**config.mk**
```make
export PLATFORM = sky130hd
export DESIGN_NAME = multicycle_ctrl
export DESIGN_NICKNAME = d
export VERILOG_FILES = /design/src/rtl/multicycle_ctrl_pkg.sv /design/src/rtl/multicycle_ctrl_alu_ctrl_decode.sv /design/src/rtl/multicycle_ctrl.sv
export SDC_FILE = /design/constraint.sdc
export NUM_CORES = 1
export LEC_CHECK = 0
export ABC_AREA = 0
export ABC_CLOCK_PERIOD_IN_PS = 2700
export BUFFER_PORTS_ARGS = -buffer_cell sky130_fd_sc_hd__buf_4
export CAP_MARGIN = 20
export CORE_MARGIN = 8
export CORE_UTILIZATION = 53
export CTS_BUF_LIST = sky130_fd_sc_hd__clkbuf_4 sky130_fd_sc_hd__clkbuf_8
export CTS_CLUSTER_SIZE = 28
export DETAILED_ROUTE_END_ITERATION = 7
export PLACE_DENSITY_LB_ADDON = 0.08
export SYNTH_ARGS = -nofsm -noshare
export SYNTH_HDL_FRONTEND = slang
export SYNTH_SLANG_ARGS = --single-unit
```
**constraint.sdc**
```tcl
create_clock -name clk_i -period 2.7 [get_ports clk_i]
set_input_delay 0.27 -clock clk_i [delete_from_list [all_inputs] [get_ports clk_i]]
set_output_delay 0.27 -clock clk_i [all_outputs]
set_load 0.005 [all_outputs]
```
**src/rtl/multicycle_ctrl_pkg.sv**
```systemverilog
// Shared definitions for the multicycle control unit: state encodings,
// opcode/funct constants, ALU control codes and ALU operation classes.
package multicycle_ctrl_pkg;

  typedef enum logic [3:0] {
    S_FETCH   = 4'd0,
    S_DECODE  = 4'd1,
    S_MEMADR  = 4'd2,
    S_MEMRD   = 4'd3,
    S_MEMWB   = 4'd4,
    S_MEMWR   = 4'd5,
    S_EXEC    = 4'd6,
    S_RWB     = 4'd7,
    S_BRANCH  = 4'd8,
    S_JUMP    = 4'd9,
    S_ADDIEX  = 4'd10,
    S_ADDIWB  = 4'd11,
    S_HALT    = 4'd12
  } state_e;

  // ALU operation class handed from the FSM to the ALU control decoder
  typedef enum logic [1:0] {
    ALUOP_NONE  = 2'd0,
    ALUOP_ADD   = 2'd1,
    ALUOP_SUB   = 2'd2,
    ALUOP_FUNCT = 2'd3
  } aluop_e;

  localparam logic [5:0] OP_RTYPE = 6'h00;
  localparam logic [5:0] OP_LW    = 6'h23;
  localparam logic [5:0] OP_SW    = 6'h2B;
  localparam logic [5:0] OP_BEQ   = 6'h04;
  localparam logic [5:0] OP_J     = 6'h02;
  localparam logic [5:0] OP_ADDI  = 6'h08;

  localparam logic [5:0] FN_ADD = 6'h20;
  localparam logic [5:0] FN_SUB = 6'h22;
  localparam logic [5:0] FN_AND = 6'h24;
  localparam logic [5:0] FN_OR  = 6'h25;
  localparam logic [5:0] FN_SLT = 6'h2A;

  localparam logic [3:0] ALU_AND = 4'b0000;
  localparam logic [3:0] ALU_OR  = 4'b0001;
  localparam logic [3:0] ALU_ADD = 4'b0010;
  localparam logic [3:0] ALU_SUB = 4'b0110;
  localparam logic [3:0] ALU_SLT = 4'b0111;

endpackage

```
**src/rtl/multicycle_ctrl_alu_ctrl_decode.sv**
```systemverilog
// Combinational ALU control: maps the FSM's ALU operation class plus the
// R-type funct field onto the 4-bit ALU control code, and flags whether the
// funct field names a supported R-type operation.
module alu_ctrl_decode
  import multicycle_ctrl_pkg::*;
(
  input  aluop_e     aluop_i,
  input  logic [5:0] funct_i,
  output logic [3:0] alu_ctl_o,
  output logic       funct_valid_o
);

  logic [3:0] funct_ctl;

  // Funct decode, independent of the current operation class
  always_comb begin
    funct_ctl     = ALU_AND;
    funct_valid_o = 1'b1;
    case (funct_i)
      FN_ADD:  funct_ctl = ALU_ADD;
      FN_SUB:  funct_ctl = ALU_SUB;
      FN_AND:  funct_ctl = ALU_AND;
      FN_OR:   funct_ctl = ALU_OR;
      FN_SLT:  funct_ctl = ALU_SLT;
      default: funct_valid_o = 1'b0;
    endcase
  end

  // Select the ALU code by operation class; idle states drive 0000
  always_comb begin
    alu_ctl_o = 4'b0000;
    case (aluop_i)
      ALUOP_ADD:   alu_ctl_o = ALU_ADD;
      ALUOP_SUB:   alu_ctl_o = ALU_SUB;
      ALUOP_FUNCT: alu_ctl_o = funct_ctl;
      default:     alu_ctl_o = 4'b0000;
    endcase
  end

endmodule

```
**src/rtl/multicycle_ctrl.sv**
```systemverilog
// Multicycle control unit for the MIPS-subset core: state register,
// next-state logic, Moore output decode and retired-instruction counter.
module multicycle_ctrl
  import multicycle_ctrl_pkg::*;
#(
  parameter bit MEM_WAIT_EN = 1'b1,
  parameter int CNT_W       = 32
) (
  input  logic             clk_i,
  input  logic             rst_i,
  input  logic [5:0]       opcode_i,
  input  logic [5:0]       funct_i,
  input  logic             zero_i,
  input  logic             mem_ready_i,
  output logic             pc_write_o,
  output logic             pc_write_cond_o,
  output logic             iord_o,
  output logic             mem_read_o,
  output logic             mem_write_o,
  output logic             ir_write_o,
  output logic             reg_dst_o,
  output logic             mem_to_reg_o,
  output logic             reg_write_o,
  output logic             alu_src_a_o,
  output logic [1:0]       alu_src_b_o,
  output logic [3:0]       alu_ctl_o,
  output logic [1:0]       pc_source_o,
  output logic             halted_o,
  output logic [3:0]       state_o,
  output logic [CNT_W-1:0] instr_count_o
);

  state_e           state_q, state_d;
  logic [CNT_W-1:0] count_q;
  logic             mem_ready;
  logic             funct_valid;
  aluop_e           aluop;
  logic             pc_write, pc_write_cond, mem_read, mem_write, ir_write, reg_write;

  // Zero only gates the PC enable in the datapath; the controller ignores it
  logic unused_zero;
  assign unused_zero = zero_i;

  assign mem_ready = MEM_WAIT_EN ? mem_ready_i : 1'b1;

  alu_ctrl_decode u_alu_dec (
    .aluop_i       (aluop),
    .funct_i       (funct_i),
    .alu_ctl_o     (alu_ctl_o),
    .funct_valid_o (funct_valid)
  );

  // State register
  always_ff @(posedge clk_i or posedge rst_i) begin
    if (rst_i) state_q <= S_FETCH;
    else       state_q <= state_d;
  end

  // Next-state logic
  always_comb begin
    state_d = state_q;
    case (state_q)
      S_FETCH:  if (mem_ready) state_d = S_DECODE;
      S_DECODE: begin
        case (opcode_i)
          OP_RTYPE:     state_d = funct_valid ? S_EXEC : S_HALT;
          OP_LW, OP_SW: state_d = S_MEMADR;
          OP_BEQ:       state_d = S_BRANCH;
          OP_J:         state_d = S_JUMP;
          OP_ADDI:      state_d = S_ADDIEX;
          default:      state_d = S_HALT;
        endcase
      end
      S_MEMADR: state_d = (opcode_i == OP_LW) ? S_MEMRD : S_MEMWR;
      S_MEMRD:  if (mem_ready) state_d = S_MEMWB;
      S_MEMWR:  if (mem_ready) state_d = S_FETCH;
      S_EXEC:   state_d = S_RWB;
      S_ADDIEX: state_d = S_ADDIWB;
      S_MEMWB, S_RWB, S_BRANCH, S_JUMP, S_ADDIWB: state_d = S_FETCH;
      S_HALT:   state_d = S_HALT;
      default:  state_d = S_FETCH;
    endcase
  end

  // Moore output decode; only PCWrite/IRWrite in FETCH follow MemReady
  always_comb begin
    pc_write        = 1'b0;
    pc_write_cond   = 1'b0;
    iord_o          = 1'b0;
    mem_read        = 1'b0;
    mem_write       = 1'b0;
    ir_write        = 1'b0;
    reg_dst_o       = 1'b0;
    mem_to_reg_o    = 1'b0;
    reg_write       = 1'b0;
    alu_src_a_o     = 1'b0;
    alu_src_b_o     = 2'd0;
    pc_source_o     = 2'd0;
    aluop           = ALUOP_NONE;
    halted_o        = 1'b0;
    case (state_q)
      S_FETCH: begin
        mem_read    = 1'b1;
        alu_src_b_o = 2'd1;
        aluop       = ALUOP_ADD;
        pc_write    = mem_ready;
        ir_write    = mem_ready;
      end
      S_DECODE: begin
        alu_src_b_o = 2'd3;
        aluop       = ALUOP_ADD;
      end
      S_MEMADR, S_ADDIEX: begin
        alu_src_a_o = 1'b1;
        alu_src_b_o = 2'd2;
        aluop       = ALUOP_ADD;
      end
      S_MEMRD: begin
        mem_read = 1'b1;
        iord_o   = 1'b1;
      end
      S_MEMWB: begin
        reg_write    = 1'b1;
        mem_to_reg_o = 1'b1;
      end
      S_MEMWR: begin
        mem_write = 1'b1;
        iord_o    = 1'b1;
      end
      S_EXEC: begin
        alu_src_a_o = 1'b1;
        aluop       = ALUOP_FUNCT;
      end
      S_RWB: begin
        reg_write = 1'b1;
        reg_dst_o = 1'b1;
      end
      S_BRANCH: begin
        alu_src_a_o   = 1'b1;
        aluop         = ALUOP_SUB;
        pc_write_cond = 1'b1;
        pc_source_o   = 2'd1;
      end
      S_JUMP: begin
        pc_write    = 1'b1;
        pc_source_o = 2'd2;
      end
      S_ADDIWB: reg_write = 1'b1;
      S_HALT:   halted_o  = 1'b1;
      default:  ;
    endcase
  end

  // Write strobes are held off for as long as reset is asserted
  assign pc_write_o      = pc_write      & ~rst_i;
  assign pc_write_cond_o = pc_write_cond & ~rst_i;
  assign mem_read_o      = mem_read      & ~rst_i;
  assign mem_write_o     = mem_write     & ~rst_i;
  assign ir_write_o      = ir_write      & ~rst_i;
  assign reg_write_o     = reg_write     & ~rst_i;

  // Count an instruction each time the FSM returns to FETCH
  always_ff @(posedge clk_i or posedge rst_i) begin
    if (rst_i)                                       count_q <= '0;
    else if (state_q != S_FETCH && state_d == S_FETCH) count_q <= count_q + CNT_W'(1);
  end

  assign state_o       = state_q;
  assign instr_count_o = count_q;

endmodule

```
==> impl_metrics.yaml <==
run_status:
  status: "completed"
grt:
  grt.overflow.total: 0
  grt_pass1_vias: 1941
  grt_pass1_wl_mm: 9.28
  grtUsageTotal_pct: 17.6
  antenna_found_initial: 0
  grt_max_degree: 37
logic_synthesis:
  avgSynthCellArea_sq_um: 9.51
  yosysTopAreaCell: "dfrtp_1"
  synth_edf_count: 0
  synth_area_sq_um: 2230
  yosysSeqAreaShare_pct: 40.3
  synthDominantCellAreaShare_pct: 40.3
  yosys_warnings: 0
  ys_seq_elements: 36
  synth_top_flop_cell: "dfrtp_1"
  syn-num-nets: 252
  syn-instance-count: 235
  async_flop_share_pct: 100
  synth_cell_types: 52
  synthTopCellsByArea: "dfrtp_1, xnor2_1, xor2_1"
sta:
  fin_crit_sh_pct: 94.2
  maxSlewViolCount: 0
  worst_pin_slew_ps: 665
  fmax_ghz: 0.393
  timing.setup.tns_ps: 0
  final-setup-viol-count: 0
  rsz0062_at_grt: "false"
  finalClockSkew_ps: 8.04
  finalCriticalPeriod_ps: 2540
  slew-limit-headroom_pct: 55.2
  finalHoldViolations: 0
route:
  wl_met1_mm: 2.42
  drcViolationCount: 0
  drt_wl_total_mm: 5.51
  num_vias: 1989
  first_pass_iters: 4
  via_per_inst: 5.48
  dr_wl_met3_um: 351
  ant_nets: 0
  drt_iter0_markers: 114
  routedWlPerCell_um: 15.2
  maxUsedRoutingLayer: "met4"
  met2WireLength_mm: 2.69
critical_path:
  crit_start: "state_o[2]$_DFF_PP0_"
  critPathKind: "flip-flop to flip-flop"
  crit_required_ps: 2920
  cp_num_buf_inv: 0
  cpMaxStageDelayCell: "or4_4"
  crit_chain: "and4bb_1 -> nor2b_1 -> a211o_1 -> or2_4 -> or4_4 -> nor3b_1 -> xor2_1"
  path_depth: 7
  start_kind: "flip-flop"
  rr_endpoint: "instr_count_o[24]$_DFFE_PP0P_"
  cp_data_arrival_time_ps: 2760
  crit_end: "instr_count_o[24]$_DFFE_PP0P_"
  worst_setup_path_end_kind: "flip-flop"
  crit_path_max_incr_delay_ps: 610
  reg2regPathDepth: 7
  crit_family: "simple AND/OR/NAND/NOR gates"
  r2r_setup_slack_ps: 160
  path_max_fanout: 12
  r2r_start: "state_o[2]$_DFF_PP0_"
finish:
  nets: 329
  fillerInstances: 339
  fin_cells: 363
  syn_to_final_growth_pct: 32.0
  drive_gt1_share_pct: 34.5
  num_antenna_cells: 0
floorplanning:
  die_area_sq_um: 6550
  start_util_pct: 55.5
  core_sq_um: 4030
  die_h_um: 80.9
  rows: 23
  io_pins: 71
  die_x_um: 80.9
cts:
  path_clk_slew_ps: 70
  clk_latency_ps: 290
  cts_tree: "yes"
  h-tree-depth: 2
  postCtsSetupBuffers: 0
  cts_buffers: 5
  hold_buffers: 0
  clock-root-buffer: "clkbuf_8"
  cts.sinks: 36
  clock_path_buffers: 2
  cts_resized: 0
power_and_ir_drop:
  power_switching_mw: 0.724
  peakVddDrop_uv: 646
  combPwrFrac_pct: 43.4
  power_mw: 1.97
  p_sw_share_pct: 36.8
  seq_power_share_pct: 35.9
  power_frac_clock_pct: 20.8
  powerDensity_nw_per_um2: 667
  intPower_mw: 1.24
  p_leak_nw: 1.44
placement:
  place_inst: 355
  portBuffers: 68
  hpwlAfterDp_mm: 4.18
  globalplace.congestion: 0.771
hold_path:
  hold_class: "primary input to asynchronous set/reset pin"
flow_run:
  drv_cap: 0
==> power groups by stage <==
stage                     registers (mW)  logic [mW]  clock network [mW]
after floorplan                    0.680       0.513                   0
after global placement             0.711       0.845                   0
after detailed placement           0.714       0.858                   0
after CTS                          0.705       0.861               0.420
after global routing               0.717       0.935               0.454
final                              0.706       0.854               0.408
==> state kept, by name (all words and copies together) (netlist names) <==
name / flops
instr_count_o: 32
state_o: 4
==> cells by family after synthesis <==
logic type / synth area share [%]
AO/OA/AOI/OAI: 9.30
other: 0.168
XOR/XNOR: 13.3
AND/OR/NAND/NOR: 31.5
buffers and inverters: 4.31
flip-flops: 40.3
multiplexers: 0.504
adder cells (fa/ha/maj): 0.560
==> cell usage in the layout (no fill, tap or decap), types with 2 or more instances in the layout <==
cell type,synthesis,final
buf_4,3,82
dfrtp_1,36,36
xnor2_1,20,20
nand2_1,19,19
nor2_1,16,16
xor2_1,14,14
nand4_1,13,13
and3_1,10,10
nand3_1,9,9
nor3_2,9,9
nor3_1,7,7
inv_1,6,6
o21ai_0,6,6
clkbuf_8,0,6
nor2b_1,5,5
a21oi_1,4,4
nor3b_1,4,4
nor4b_1,3,3
o21a_1,3,3
nand3b_1,2,2
nand2b_1,2,2
a211o_1,2,2
a31oi_1,2,2
and2_1,2,2
or2_2,2,2
==> metrics by stage <==
stage               worst slack, ps  area, sq um  util (%)  hold slack, ps
finish                          157         2950      73.2             146
global route                   3.83         2950      73.2             193
CTS                             153         2950      73.2             159
detailed placement              157         2850      70.8             475
global placement                193         2850      70.8             461
floorplan                       336         2230         -             446
==> worst min-delay path, cell delays in order <==
cell	delay, ps
buf_4	130
inv_1	70
buf_4	400
==> cell usage after synthesis, drive strengths merged (4+ instances only) <==
master and count:
a21oi 4, and3 10, buf 7, clkbuf 5, dfrtp 36, inv 6, nand2 19, nand3 9
nand4 13, nor2 16, nor2b 5, nor3 16, nor3b 4, o21ai 7, or2 4, xnor2 20
xor2 14
==> worst min-delay path by stage <==
stage	endpoint	start	slack, ps
final	instr_count_o[24]$_DFFE_PP0P_	rst_i	150
after floorplan	instr_count_o[0]$_DFFE_PP0P_	rst_i	450
after global routing	instr_count_o[24]$_DFFE_PP0P_	rst_i	190
after CTS	instr_count_o[24]$_DFFE_PP0P_	rst_i	160
after global placement	instr_count_o[31]$_DFFE_PP0P_	instr_count_o[31]$_DFFE_PP0P_	460
after detailed placement	instr_count_o[24]$_DFFE_PP0P_	rst_i	470
==> cell type report <==
type	instances	area (sq um)	share of cell area, %
Sequential cell	36	901	30.5
Tap cell	50	62.6	2.12
Clock buffer	7	90.1	3.05
Multi-Input combinational cell	181	1250	42.4
Timing Repair Buffer	82	616	20.9
Inverter	6	22.5	0.764
Clock inverter	1	7.51	0.255
==> routing by layer <==
metal	up-vias	track usage, %
li1	983	-
met1	952	22.4
met2	48	28.5
met3	6	4.86
met4	0	5.36
met5	-	0
Power figures use the tool's default switching activity.
